--- config.mk ---
export PLATFORM = sky130hd
export DESIGN_NAME = positdiv_iter
export DESIGN_NICKNAME = d
export VERILOG_FILES = /design/src/rtl/positdiv_iter.sv
export SDC_FILE = /design/constraint.sdc
export NUM_CORES = 1
export LEC_CHECK = 0
export BUFFER_PORTS_ARGS = -buffer_cell sky130_fd_sc_hd__buf_2
export CORE_MARGIN = 8
export CORE_UTILIZATION = 56
export DETAILED_ROUTE_END_ITERATION = 7
export PLACE_DENSITY = 0.85
export SYNTH_ARGS = -nofsm -noshare
export SYNTH_HDL_FRONTEND = slang
export SYNTH_SLANG_ARGS = --single-unit
export TNS_END_PERCENT = 50
--- constraint.sdc ---
create_clock -name clk -period 6.8 [get_ports clk]
set_input_delay 0.34 -clock clk [delete_from_list [all_inputs] [get_ports clk]]
set_output_delay 0.34 -clock clk [all_outputs]
set_load 0.01 [all_outputs]
--- src/rtl/positdiv_iter.sv ---
// -----------------------------------------------------------------------------
// positdiv_iter
// Iterative posit<32,2> divider: result = in1 / in2.
// Operands are decoded when start is accepted. The 28-bit mantissas are then
// divided by a radix-2 restoring loop that produces one quotient bit per clock.
// One normalisation cycle follows, and an output cycle re-encodes the quotient
// with round-to-nearest-even. Latency is fixed: done pulses on the 33rd rising
// edge after the edge that accepted start, for every operand pair.
//
// Ports
//   clk      : clock
//   reset_n  : asynchronous active-low reset; aborts any operation in flight
//   start    : request, sampled only while idle
//   in1      : dividend posit
//   in2      : divisor posit
//   busy     : high from the cycle after start is accepted through normalisation
//   result   : quotient posit, held until the next operation completes
//   inf      : result is NaR (held with result)
//   zero     : result is zero (held with result)
//   done     : one-cycle pulse when result/inf/zero become valid
//
// Only NBITS=32, ES=2, QBITS=31 are supported.
// -----------------------------------------------------------------------------
module positdiv_iter #(
    parameter int NBITS = 32,
    parameter int ES    = 2,
    parameter int QBITS = 31
) (
    input  logic             clk,
    input  logic             reset_n,
    input  logic             start,
    input  logic [NBITS-1:0] in1,
    input  logic [NBITS-1:0] in2,
    output logic             busy,
    output logic [NBITS-1:0] result,
    output logic             inf,
    output logic             zero,
    output logic             done
);

    localparam int MBITS = NBITS - ES - 2;    // hidden one + 27 fraction bits
    localparam int RBITS = MBITS + 2;         // partial remainder width
    localparam int CW    = $clog2(QBITS);
    localparam logic [NBITS-1:0] NAR = {1'b1, {(NBITS-1){1'b0}}};

    typedef enum logic [1:0] {IDLE, DIV, NORM, OUT} state_t;
    typedef enum logic [1:0] {SP_NONE, SP_NAR, SP_ZERO} special_t;

    typedef struct packed {
        logic             sign;
        logic [9:0]       scale;   // two's complement, 4*k + e
        logic [MBITS-1:0] mant;    // {1, fraction}
    } dec_t;

    // Split a posit into sign, scale and normalised mantissa.
    function automatic dec_t decode(input logic [NBITS-1:0] p);
        logic [NBITS-2:0] body;
        logic [NBITS-2:0] inv;
        logic [5:0]       run;
        logic [NBITS-4:0] rest;
        logic [9:0]       k;
        dec_t             d;
        body = p[NBITS-1] ? ((~p[NBITS-2:0]) + (NBITS-1)'(1)) : p[NBITS-2:0];
        // The regime run length is the leading-zero count once the run
        // is forced to zeros.
        inv = body[NBITS-2] ? ~body : body;
        run = 6'(NBITS - 1);
        for (int i = 0; i < NBITS - 1; i++) begin
            if (inv[i]) begin
                run = 6'(NBITS - 2 - i);
            end
        end
        // The regime plus its terminator take at least two bits. Shift the
        // remaining bits up by (run - 1) to left-align the exponent.
        rest    = body[NBITS-4:0] << (run - 6'd1);
        k       = body[NBITS-2] ? (10'(run) - 10'd1) : (10'd0 - 10'(run));
        d.sign  = p[NBITS-1];
        d.scale = (k << ES) + 10'(rest[NBITS-4 -: ES]);
        d.mant  = {1'b1, rest[NBITS-4-ES:0]};
        return d;
    endfunction

    // Build regime/exponent/fraction, truncate, and round to nearest even.
    function automatic logic [NBITS-1:0] encode(input logic             sgn,
                                                input logic [9:0]       scale,
                                                input logic [QBITS-2:0] frac,
                                                input logic             sticky);
        logic [5:0]       sh;
        logic [63:0]      base;
        logic [63:0]      s;
        logic [NBITS-2:0] mag;
        logic [NBITS-1:0] sum;
        logic             guard;
        logic             st;
        // Start from "10" (k >= 0) or "01" (k < 0). An arithmetic shift right by
        // k (or -k-1) replicates the leading bit into the full regime run.
        sh    = scale[9] ? ~scale[7:2] : scale[7:2];
        base  = {(scale[9] ? 2'b01 : 2'b10), scale[1:0], frac, 30'd0};
        s     = $signed(base) >>> sh;
        mag   = s[63:33];
        guard = s[32];
        st    = sticky | (|s[31:0]);
        sum   = {1'b0, mag} + {31'd0, guard & (st | mag[0])};
        // A carry out of the magnitude would alias NaR; clamp to maxpos.
        if (sum[NBITS-1]) begin
            mag = {(NBITS-1){1'b1}};
        end else begin
            mag = sum[NBITS-2:0];
        end
        if ($signed(scale) > 10'sd120) begin
            mag = {(NBITS-1){1'b1}};
        end else if ($signed(scale) < -10'sd120) begin
            mag = (NBITS-1)'(1);
        end
        return sgn ? ((~{1'b0, mag}) + 32'd1) : {1'b0, mag};
    endfunction

    state_t           state_reg;
    logic [CW-1:0]    cnt_reg;
    logic [RBITS-1:0] rem_reg;
    logic [MBITS-1:0] mb_reg;
    logic [QBITS-1:0] q_reg;
    logic [9:0]       scale_reg;
    logic             sign_reg;
    special_t         special_reg;
    logic             sticky_reg;
    logic             busy_reg;
    logic             done_reg;
    logic [NBITS-1:0] result_reg;
    logic             inf_reg;
    logic             zero_reg;

    dec_t             dec_a;
    dec_t             dec_b;
    special_t         special_next;
    logic             ge;
    logic [RBITS-2:0] rem_sub;
    logic [RBITS-1:0] rem_next;
    logic [NBITS-1:0] enc_result;

    always_comb begin
        dec_a = decode(in1);
        dec_b = decode(in2);

        // NaR operands win, then division by zero, then zero dividend.
        special_next = SP_NONE;
        if (in1 == NAR || in2 == NAR || in2 == '0) begin
            special_next = SP_NAR;
        end else if (in1 == '0) begin
            special_next = SP_ZERO;
        end

        // The remainder always stays below 2*mB, so bit RBITS-1 can be
        // dropped from the difference.
        ge       = rem_reg >= {2'b00, mb_reg};
        rem_sub  = rem_reg[RBITS-2:0] - {1'b0, mb_reg};
        rem_next = ge ? {rem_sub, 1'b0} : {rem_reg[RBITS-2:0], 1'b0};

        enc_result = encode(sign_reg, scale_reg, q_reg[QBITS-2:0], sticky_reg);
    end

    always_ff @(posedge clk or negedge reset_n) begin
        if (!reset_n) begin
            state_reg   <= IDLE;
            cnt_reg     <= '0;
            rem_reg     <= '0;
            mb_reg      <= '0;
            q_reg       <= '0;
            scale_reg   <= '0;
            sign_reg    <= 1'b0;
            special_reg <= SP_NONE;
            sticky_reg  <= 1'b0;
            busy_reg    <= 1'b0;
            done_reg    <= 1'b0;
            result_reg  <= '0;
            inf_reg     <= 1'b0;
            zero_reg    <= 1'b0;
        end else begin
            done_reg <= 1'b0;
            case (state_reg)
                IDLE: begin
                    if (start) begin
                        rem_reg     <= {2'b00, dec_a.mant};
                        mb_reg      <= dec_b.mant;
                        q_reg       <= '0;
                        cnt_reg     <= '0;
                        scale_reg   <= dec_a.scale - dec_b.scale;
                        sign_reg    <= dec_a.sign ^ dec_b.sign;
                        special_reg <= special_next;
                        busy_reg    <= 1'b1;
                        state_reg   <= DIV;
                    end
                end
                DIV: begin
                    rem_reg <= rem_next;
                    q_reg   <= {q_reg[QBITS-2:0], ge};
                    if (cnt_reg == CW'(QBITS - 1)) begin
                        state_reg <= NORM;
                    end else begin
                        cnt_reg <= cnt_reg + 1'b1;
                    end
                end
                NORM: begin
                    // mA < mB leaves the quotient in [1/2, 1): shift it up one.
                    if (!q_reg[QBITS-1]) begin
                        q_reg     <= q_reg << 1;
                        scale_reg <= scale_reg - 10'd1;
                    end
                    sticky_reg <= |rem_reg;
                    busy_reg   <= 1'b0;
                    state_reg  <= OUT;
                end
                OUT: begin
                    case (special_reg)
                        SP_NAR: begin
                            result_reg <= NAR;
                            inf_reg    <= 1'b1;
                            zero_reg   <= 1'b0;
                        end
                        SP_ZERO: begin
                            result_reg <= '0;
                            inf_reg    <= 1'b0;
                            zero_reg   <= 1'b1;
                        end
                        default: begin
                            result_reg <= enc_result;
                            inf_reg    <= 1'b0;
                            zero_reg   <= 1'b0;
                        end
                    endcase
                    done_reg  <= 1'b1;
                    state_reg <= IDLE;
                end
                default: state_reg <= IDLE;
            endcase
        end
    end

    assign busy   = busy_reg;
    assign done   = done_reg;
    assign result = result_reg;
    assign inf    = inf_reg;
    assign zero   = zero_reg;

endmodule

* Word-level counts from Yosys, hierarchy flattened
Index checks and enable logic that the tools add are counted.
Storage, ports and cells: register bits 146
Cells by class: $lt $le $gt $ge 3, reduce and logical (&&, ||, !) cells 18, $add $sub $neg 16, eq/ne operators 12, bitwise gates (word level) 10, multiplexer cells 97, shifts and indexed selects 3
Operator list (count):
- $mux 6 | 57
- $mux 31 | 9
- $not 31->31 | 4
- $pmux 31 s3 | 1
- $eq 32x32->1 const B | 2
- $logic_not 32->1 | 2
- $pmux 32 s2 | 1
- $sshr 64x6->64 | 1
- $add 31x1->31 const B | 2
- $mux 30 | 2
- $pmux 30 s2 | 1
- $shl 29x6->29 | 2
- $add 31x1->32 | 1
- $add 32x1->32 const B | 1
- $mux 32 | 1
- $not 31->32 | 1
- $reduce_or 32->1 | 1
- $ge 30x28->1 | 1
- $reduce_or 30->1 | 1
- $sub 29x28->29 | 1
- $add 10x2->10 | 2
- $mux 10 | 2
- $pmux 10 s2 | 1
- $mux 8 | 2
- 29 further kinds | 60

* Logic depth before layout (Yosys ltp)
Gate-level depths: netlist (run 1).
depth after elaboration 42, gate-level depth with buffers 40

* Worst setup path before layout (run 1)
OpenSTA, ideal clock, no wires.
path type input to register, from in in1[15], to reg scale_reg[7], required time 6.718 ns, data arrival time 7.967 ns, stages 34, setup slack -1.249 ns, buffers on the path 7, path through buf_6 > or4_4 > buf_6 > or4_4 > buf_6 > or4_4 > o221ai_1 > xnor2_1 > a211oi_1 > a311oi_1 > o21a_1 > o21ai_4 > inv_2 > buf_2 > ha_1 > clkbuf_1 > inv_1 > clkbuf_1 > clkbuf_1 > mux4_2 > mux2i_1 > a21oi_1 > nand2_1 > o21ai_0 > ha_1 > inv_1 > ha_1 > nand2_1 > inv_1 > a32o_1 > a21oi_2 > a211oi_1 > or4b_1 > a31oi_1
On the way: longest elaborated chain between the ends 41
RTL lines:
- start, declared | line 32 | input logic [NBITS-1:0] in1,
- $not 31->31 | line 63 | body = p[NBITS-1] ? ((~p[NBITS-2:0]) + (NBITS-1)'(1)) : p[NBITS-2:0];
- $add 31x1->31 | line 63
- $mux 31 (*) | line 63
- $mux 31 | line 66 | inv = body[NBITS-2] ? ~body : body;
- $mux 1 | line 69 | if (inv[i]) begin
- $mux 2 (2 in series) | line 69
- $mux 3 (2 in series) | line 69
- $mux 6 (26 in series) | line 69
- $sub 6x1->6 (tied with other cells) | line 75 | rest = body[NBITS-4:0] << (run - 6'd1);
- $shl 29x6->29 or $mux 8 (tied branches) | line 75, 76
- $add 10x2->10 (*) | line 78 | d.scale = (k << ES) + 10'(rest[NBITS-4 -: ES]);
- $sub 10x10->10 (*) | line 187 | scale_reg <= dec_a.scale - dec_b.scale;
- $mux 10 (*) | line 182 | if (start) begin
- $pmux 10 s2 (*) | line 180 | case (state_reg)
- end signal, assigned | line 187
- end signal, assigned | line 207 | scale_reg <= scale_reg - 10'd1;
- end, declared | line 123 | logic [9:0] scale_reg;
Every way passes the cells marked *; elsewhere a longest branch is shown, timed or not. The select of a mux whose other input is x is not followed. A chain may end at the register's enable or synchronous reset.

* Final worst setup path (run 1)
from in in2[24], to reg scale_reg[8]
On the way: longest elaborated chain between the ends 41
RTL lines:
- start, declared | line 33 | input logic [NBITS-1:0] in2,
- $not 31->31 | line 63
- $add 31x1->31 | line 63
- $mux 31 (*) | line 63
- $mux 31 | line 66
- $mux 1 | line 69
- $mux 6 (30 in series) | line 69
- $sub 6x1->6 (tied with other cells) | line 75
- $shl 29x6->29 or $mux 8 (tied branches) | line 75, 76
- $add 10x2->10 (*) | line 78
- $sub 10x10->10 (*) | line 187
- $mux 10 (*) | line 182
- $pmux 10 s2 (*) | line 180
Marks and branches as above.

==> results of run 1 <==
## stage by stage
stage / hold WS (ns) / setup TNS [ns] / cells
floorplan: 0.0444 / -0.234 / 2704
global placement: 0.406 / -0.194 / 3396
detailed placement: 0.419 / -1.02 / 3396
CTS: 0.412 / 0 / 3429
global route: 0.453 / -0.00420 / 3433
finish: 0.443 / 0 / 3433
## layout make-up
| type | count | area [sq um] |
|---|---|---|
| clock buffers | 20 | 447 |
| clock inverters | 12 | 169 |
| fillers | 3100 | 12500 |
| inverters | 96 | 378 |
| multi-input cells | 2256 | 16600 |
| flip-flops and latches | 146 | 3660 |
| well taps | 474 | 593 |
| repair buffers | 429 | 3010 |
## where the power goes
part / internal (W) / leakage, nW / switching (W)
clock network: 0.000595 / 0.294 / 0.000404
registers: 0.00118 / 1.85 / 0.000358
logic: 0.00370 / 8.26 / 0.00555
total: 0.00547 / 10.4 / 0.00631
## cell families after synthesis
group / share of synthesized area
simple gates: 0.209
xor+xnor: 0.0705
buf+inv: 0.0578
flops: 0.174
mux: 0.150
compound gates: 0.300
fa+ha+maj: 0.0401
## repair_timing
item	CTS	global route
hold buffers	1	0
resized for setup	0	23
buffers inserted	0	3
endpoints found under the setup margin	0	13
hold endpoints to repair	60	0
## cells in the final DEF, fill, tap and decap left out, types with 82 or more instances in the layout
cell	instances
buf_4	323
nand2_1	242
o21ai_0	204
a21oi_1	189
nor2_1	185
dfrtp_1	145
mux2i_1	116
buf_2	101
inv_1	86
xnor2_1	82
## Yosys cell counts (35+ instances only)
cell        n  area share
clkbuf_1  152       0.027
dfrtp_1   146        0.17
a31oi_1    43       0.013
ha_1       61       0.036
nor2_1    186       0.033
o21ai_0   206       0.049
mux2_2     37       0.020
mux2i_1   118       0.056
nor4_1     43       0.013
or3_1      40       0.012
nand3_1    63       0.015
o31ai_1    43       0.015
mux4_2     67       0.072
nor3_1     81       0.019
nand2_1   246       0.044
xor2_1     78       0.032
a22o_1     59       0.025
a21oi_1   192       0.046
xnor2_1    85       0.035
inv_1      91       0.016
o22ai_1    35       0.010
nand4_1    38       0.011
## path summary, 6_finish.rpt
check,to,cells after the start
max reg2reg,result[29],17
min,special_reg[1],3
min in group asynchronous,q_reg[17],2
max in group asynchronous,scale_reg[9],3
max,scale_reg[8],32
min reg2reg,mb_reg[27],2
## metal layers
| metal | up-vias | track usage |
|---|---|---|
| met5 | - | 0 |
| met3 | 312 | 0.0428 |
| met1 | 11300 | 0.404 |
| li1 | 10900 | - |
| met2 | 1379 | 0.553 |
| met4 | 0 | 0.187 |
## critical path: cells and delay by family
kind / cells / cell delay [ns]
AND/OR/NAND/NOR: 8 / 2.38
AO/OA/AOI/OAI: 11 / 1.79
adder cells (fa/ha/maj): 3 / 0.71
multiplexers: 3 / 0.65
buffers and inverters: 5 / 0.60
XOR/XNOR: 2 / 0.26
==> qor.csv, run 1 <==
metric,value,unit
layout.nets,3076,
slew_viol_final,0,
drt-pass1-iter-count,6,
worstPathMaxFanout,10,
syn_area,21000,sq um
cts_tree,yes,
grt_max_degree,80,
initial_core_util,0.564,
ios,103,
place_area,24000,sq um
finalCriticalPeriod,6.46,ns
ys.flop_type,dfrtp_1,
core_area,37300,sq um
powerDensity,475,nW/um^2
vdd_drop_max,0.244,mV
antennaDiodeCount,0,
clock_path_buffers,2,
synthCells,2704,
cts_made_buffers,17,
pre_cts_ws,-0.300,ns
fp.dieW,210,um
worstSetupPathType,in -> reg,
largest_reg_flops,32,
synth_edf_count,0,
totalWireLength,75200,um
grt_first_pass_wirelength,120000,um
p_leak,10.4,nW
hp-class,in -> reg,
end_kind,flip-flop,
crit_start,in2[24],
ys_seq_area_frac,0.174,
relSlewSlack,0.297,
drt.antenna.violating_nets,0,
drv_cap,0,
period_share,0.950,
critPathMostFrequentCell,a21oi_2,
via_count,23800,
rsz0062_at_grt,true,
crit_path_start_kind,primary input,
clk_pin_slew,0.06,ns
route.detailed.wl_per_inst,21.9,um
synth_seq_cells,146,
run_status,"finished, final reports clean",
required,7.08,ns
drc_errors,0,
min_from,in2[30],
fin_area,24800,sq um
met1_length,29100,um
die_h,210,um
overflow,0,
rows,71,
wl_met3,5820,um
drive_gt1_frac,0.232,
cts_root_buf,clkbuf_16,
synth_cell_types,112,
cts_sinks,146,
die_area,44000,sq um
cpPeakStageDelay,0.56,ns
viasPerCell,6.94,
power,0.0118,W
drt_iter0_drc,2794,
synthArstFlopShare,1.00,
gp_congestion,1.01,
htree_levels,4,
finalWorstSetupSlack,0.338,ns
top_layer,met4,
reg2reg_slack,0.46,ns
grt_pass1_vias,22900,
setup_viol,0,
hpwlAfterDp,57900,um
skew,0.0122,ns
tightest_slew,1.04,ns
dr_wl_met2,35900,um
syn_to_final_growth,17.9,%
reg2reg_from,scale_reg[9],
fmax,155,MHz
synth_area_per_cell,7.78,sq um
numPortBuffers,102,
clkLatencyLatePin,0.44,ns
hold_viol,0,
cp.arrival,6.75,ns
crit_path_top_delay_cell,or4_4,
synth_fp_nets,2834,
finalCoreUtilization,0.665,
grtUsageTotal,0.329,
synth_warnings,0,
grt_antenna_before_repair,0,
(Power assumes the default switching activity.)
==> run 2, diff against run 1 <==
--- a/config.mk
+++ b/config.mk
@@ -5,7 +5,7 @@
 export SDC_FILE = /design/constraint.sdc
 export NUM_CORES = 1
 export LEC_CHECK = 0
-export BUFFER_PORTS_ARGS = -buffer_cell sky130_fd_sc_hd__buf_2
+export BUFFER_PORTS_ARGS = -buffer_cell sky130_fd_sc_hd__buf_4
 export CORE_MARGIN = 8
 export CORE_UTILIZATION = 56
 export DETAILED_ROUTE_END_ITERATION = 7
==> qor.csv, run 2 (synthesis gave the netlist of run 1 again) <==
metric,value,unit,change
run_status,"finished, final reports clean",,
cp.arrival,7.00,ns,+0.25 ns
finalWorstSetupSlack,0.173,ns,-0.165 ns
cpPeakStageDelay,0.56,ns,about the same
overflow,0,,unchanged
cts_root_buf,clkbuf_16,,
fin_cells,3433,,unchanged
route.detailed.wl_per_inst,22.4,um,+2.2%
worstSetupPathType,in -> reg,,
r2r-end,result[22],,
drc_errors,0,,unchanged
reg2reg_from,scale_reg[9],,
cts_tree,yes,,
crit_family,simple AND/OR/NAND/NOR gates,,
period_share,0.975,,+0.0243
cts_made_buffers,17,,unchanged
crit_path_start_kind,primary input,,
worstPathMaxFanout,8,,-2
crit_buf_inv,6,,+1
finalCriticalPeriod,6.63,ns,+0.165 ns
powerDensity,473,nW/um^2,-0.36%
fmax,151,MHz,-2.5%
whs_path_depth,3,,unchanged
die_area,44000,sq um,unchanged
min_from,in2[30],,
syn_to_final_growth,19.2,%,
grt_antenna_before_repair,2,,+2
tightest_slew,1.12,ns,+0.0715 ns
hpwlAfterDp,59100,um,+2.1%
ios,103,,unchanged
dp.cells,3394,,-0.059%
end_kind,flip-flop,,
clkLatencyLatePin,0.45,ns,about the same
slew_viol_final,0,,unchanged
required,7.17,ns,+0.09 ns
die_h,210,um,unchanged
htree_levels,4,,unchanged
critPathMostFrequentCell,buf_4,,
drv_cap,0,,unchanged
grt_max_degree,84,,+5.0%
p_leak,10.5,nW,+0.85%
layout.nets,3074,,-0.065%
holdWs,0.384,ns,-0.0589 ns
drive_gt1_frac,0.235,,+0.00320
relSlewSlack,0.251,,-0.0457
hold-path-endpoint,special_reg[1],,
fp.dieW,210,um,unchanged
finalCoreUtilization,0.672,,+0.00758
cts_sinks,146,,unchanged
clk_pin_slew,0.07,ns,about the same
rows,71,,unchanged
initial_core_util,0.564,,unchanged
core_area,37300,sq um,unchanged
crit_path_top_delay_cell,or4_4,,
largest_reg_flops,32,,unchanged
grt_pass1_vias,22900,,-0.026%
reg2reg_slack,0.38,ns,-0.08 ns
finalSetupTns,0,ns,unchanged
final_common_cell,buf_4,,
viasPerCell,7.00,,+0.76%
grtUsageTotal,0.336,,+0.00668
drt_iter0_drc,3049,,+9.1%
reg2reg_depth,20,,+3
via_count,24000,,+0.76%
hold_viol,0,,unchanged
numPortBuffers,102,,unchanged
totalWireLength,76800,um,+2.2%
gp_congestion,1.02,,+1.6%
drt.antenna.violating_nets,0,,unchanged
pre_cts_ws,-0.398,ns,-0.0971 ns
drt-pass1-iter-count,6,,unchanged
hp-class,in -> reg,,
grt_first_pass_wirelength,122000,um,+1.7%
final_cell_mix,"422 x buf_4, 242 x nand2_1, 201 x o21ai_0, 188 x a21oi_1, 185 x nor2_1",,
skew,0.0113,ns,-0.000958 ns
setup_viol,0,,unchanged
vdd_drop_max,0.273,mV,+12%
clock_path_buffers,2,,unchanged
run 2: changes by cell type in the layout (fill, tap and decap cells not counted), moves of 3 or more:
cell,change
buf_2,-101
buf_4,+99
bufinv_16,-3
o21ai_0,-3
o31ai_1,-3
o31ai_2,+3
o41ai_4,+3
run 2: through the flow:
step           cell area [sq um]  power (W)
6_report                   25100     0.0119
5_1_grt                    25100     0.0127
4_1_cts                    24800     0.0116
3_5_place_dp               24300     0.0106
3_3_place_gp               24300     0.0103
2_1_floorplan              21500    0.00805
run 2: power breakdown:
part | switching [W] | internal (W)
clock | 0.000432 | 0.000490
combinational | 0.00564 | 0.00378
sequential | 0.000348 | 0.00118
run 2: worst register-to-register path, cell delays in order (launching register included):
cell,delay (ns)
dfrtp_4,0.58
xnor2_4,0.61
buf_4,0.33
mux4_2,0.37
mux2i_1,0.33
nand2_1,0.17
a31oi_1,0.50
nor3_1,0.13
o21ai_1,0.39
nor4_1,0.24
nand3_1,0.17
nand2b_1,0.08
a21oi_1,0.33
ha_1,0.23
nand2_1,0.08
a211o_1,0.30
nand3b_4,0.20
or4b_1,0.61
o31ai_1,0.32
xor2_1,0.27
a22o_1,0.16
run 2: worst max path at each step:
stage	endpoint	depth (start not counted)	start
floorplan	scale_reg[8]	35	in2[15]
global placement	scale_reg[8]	31	in1[0]
detailed placement	scale_reg[8]	33	in2[15]
CTS	scale_reg[8]	33	in2[15]
global route	scale_reg[7]	33	in2[24]
finish	scale_reg[7]	33	in2[24]
run 2: metal layers:
| layer | global-route usage | routed length (um) |
|---|---|---|
| met1 | 0.409 | 29700 |
| met3 | 0.0491 | 5940 |
| met5 | 0 | 0 |
| met4 | 0.179 | 4090 |
| met2 | 0.570 | 37100 |
run 2: layout make-up:
class,instances,area (sq um)
Multi-Input combinational cell,2256,16600
Fill cell,3102,12200
Sequential cell,146,3660
Timing Repair Buffer,427,3250
Tap cell,474,593
Clock buffer,19,443
Inverter,96,378
Clock inverter,13,120
Antenna cell,2,5.00
run 2: repair_timing:
item                                   CTS  global route
setup endpoints to repair                0            19
resized for setup                        0            37
hold buffers                             1             0
buffers inserted                         0             3
endpoints found under the hold margin   37             0
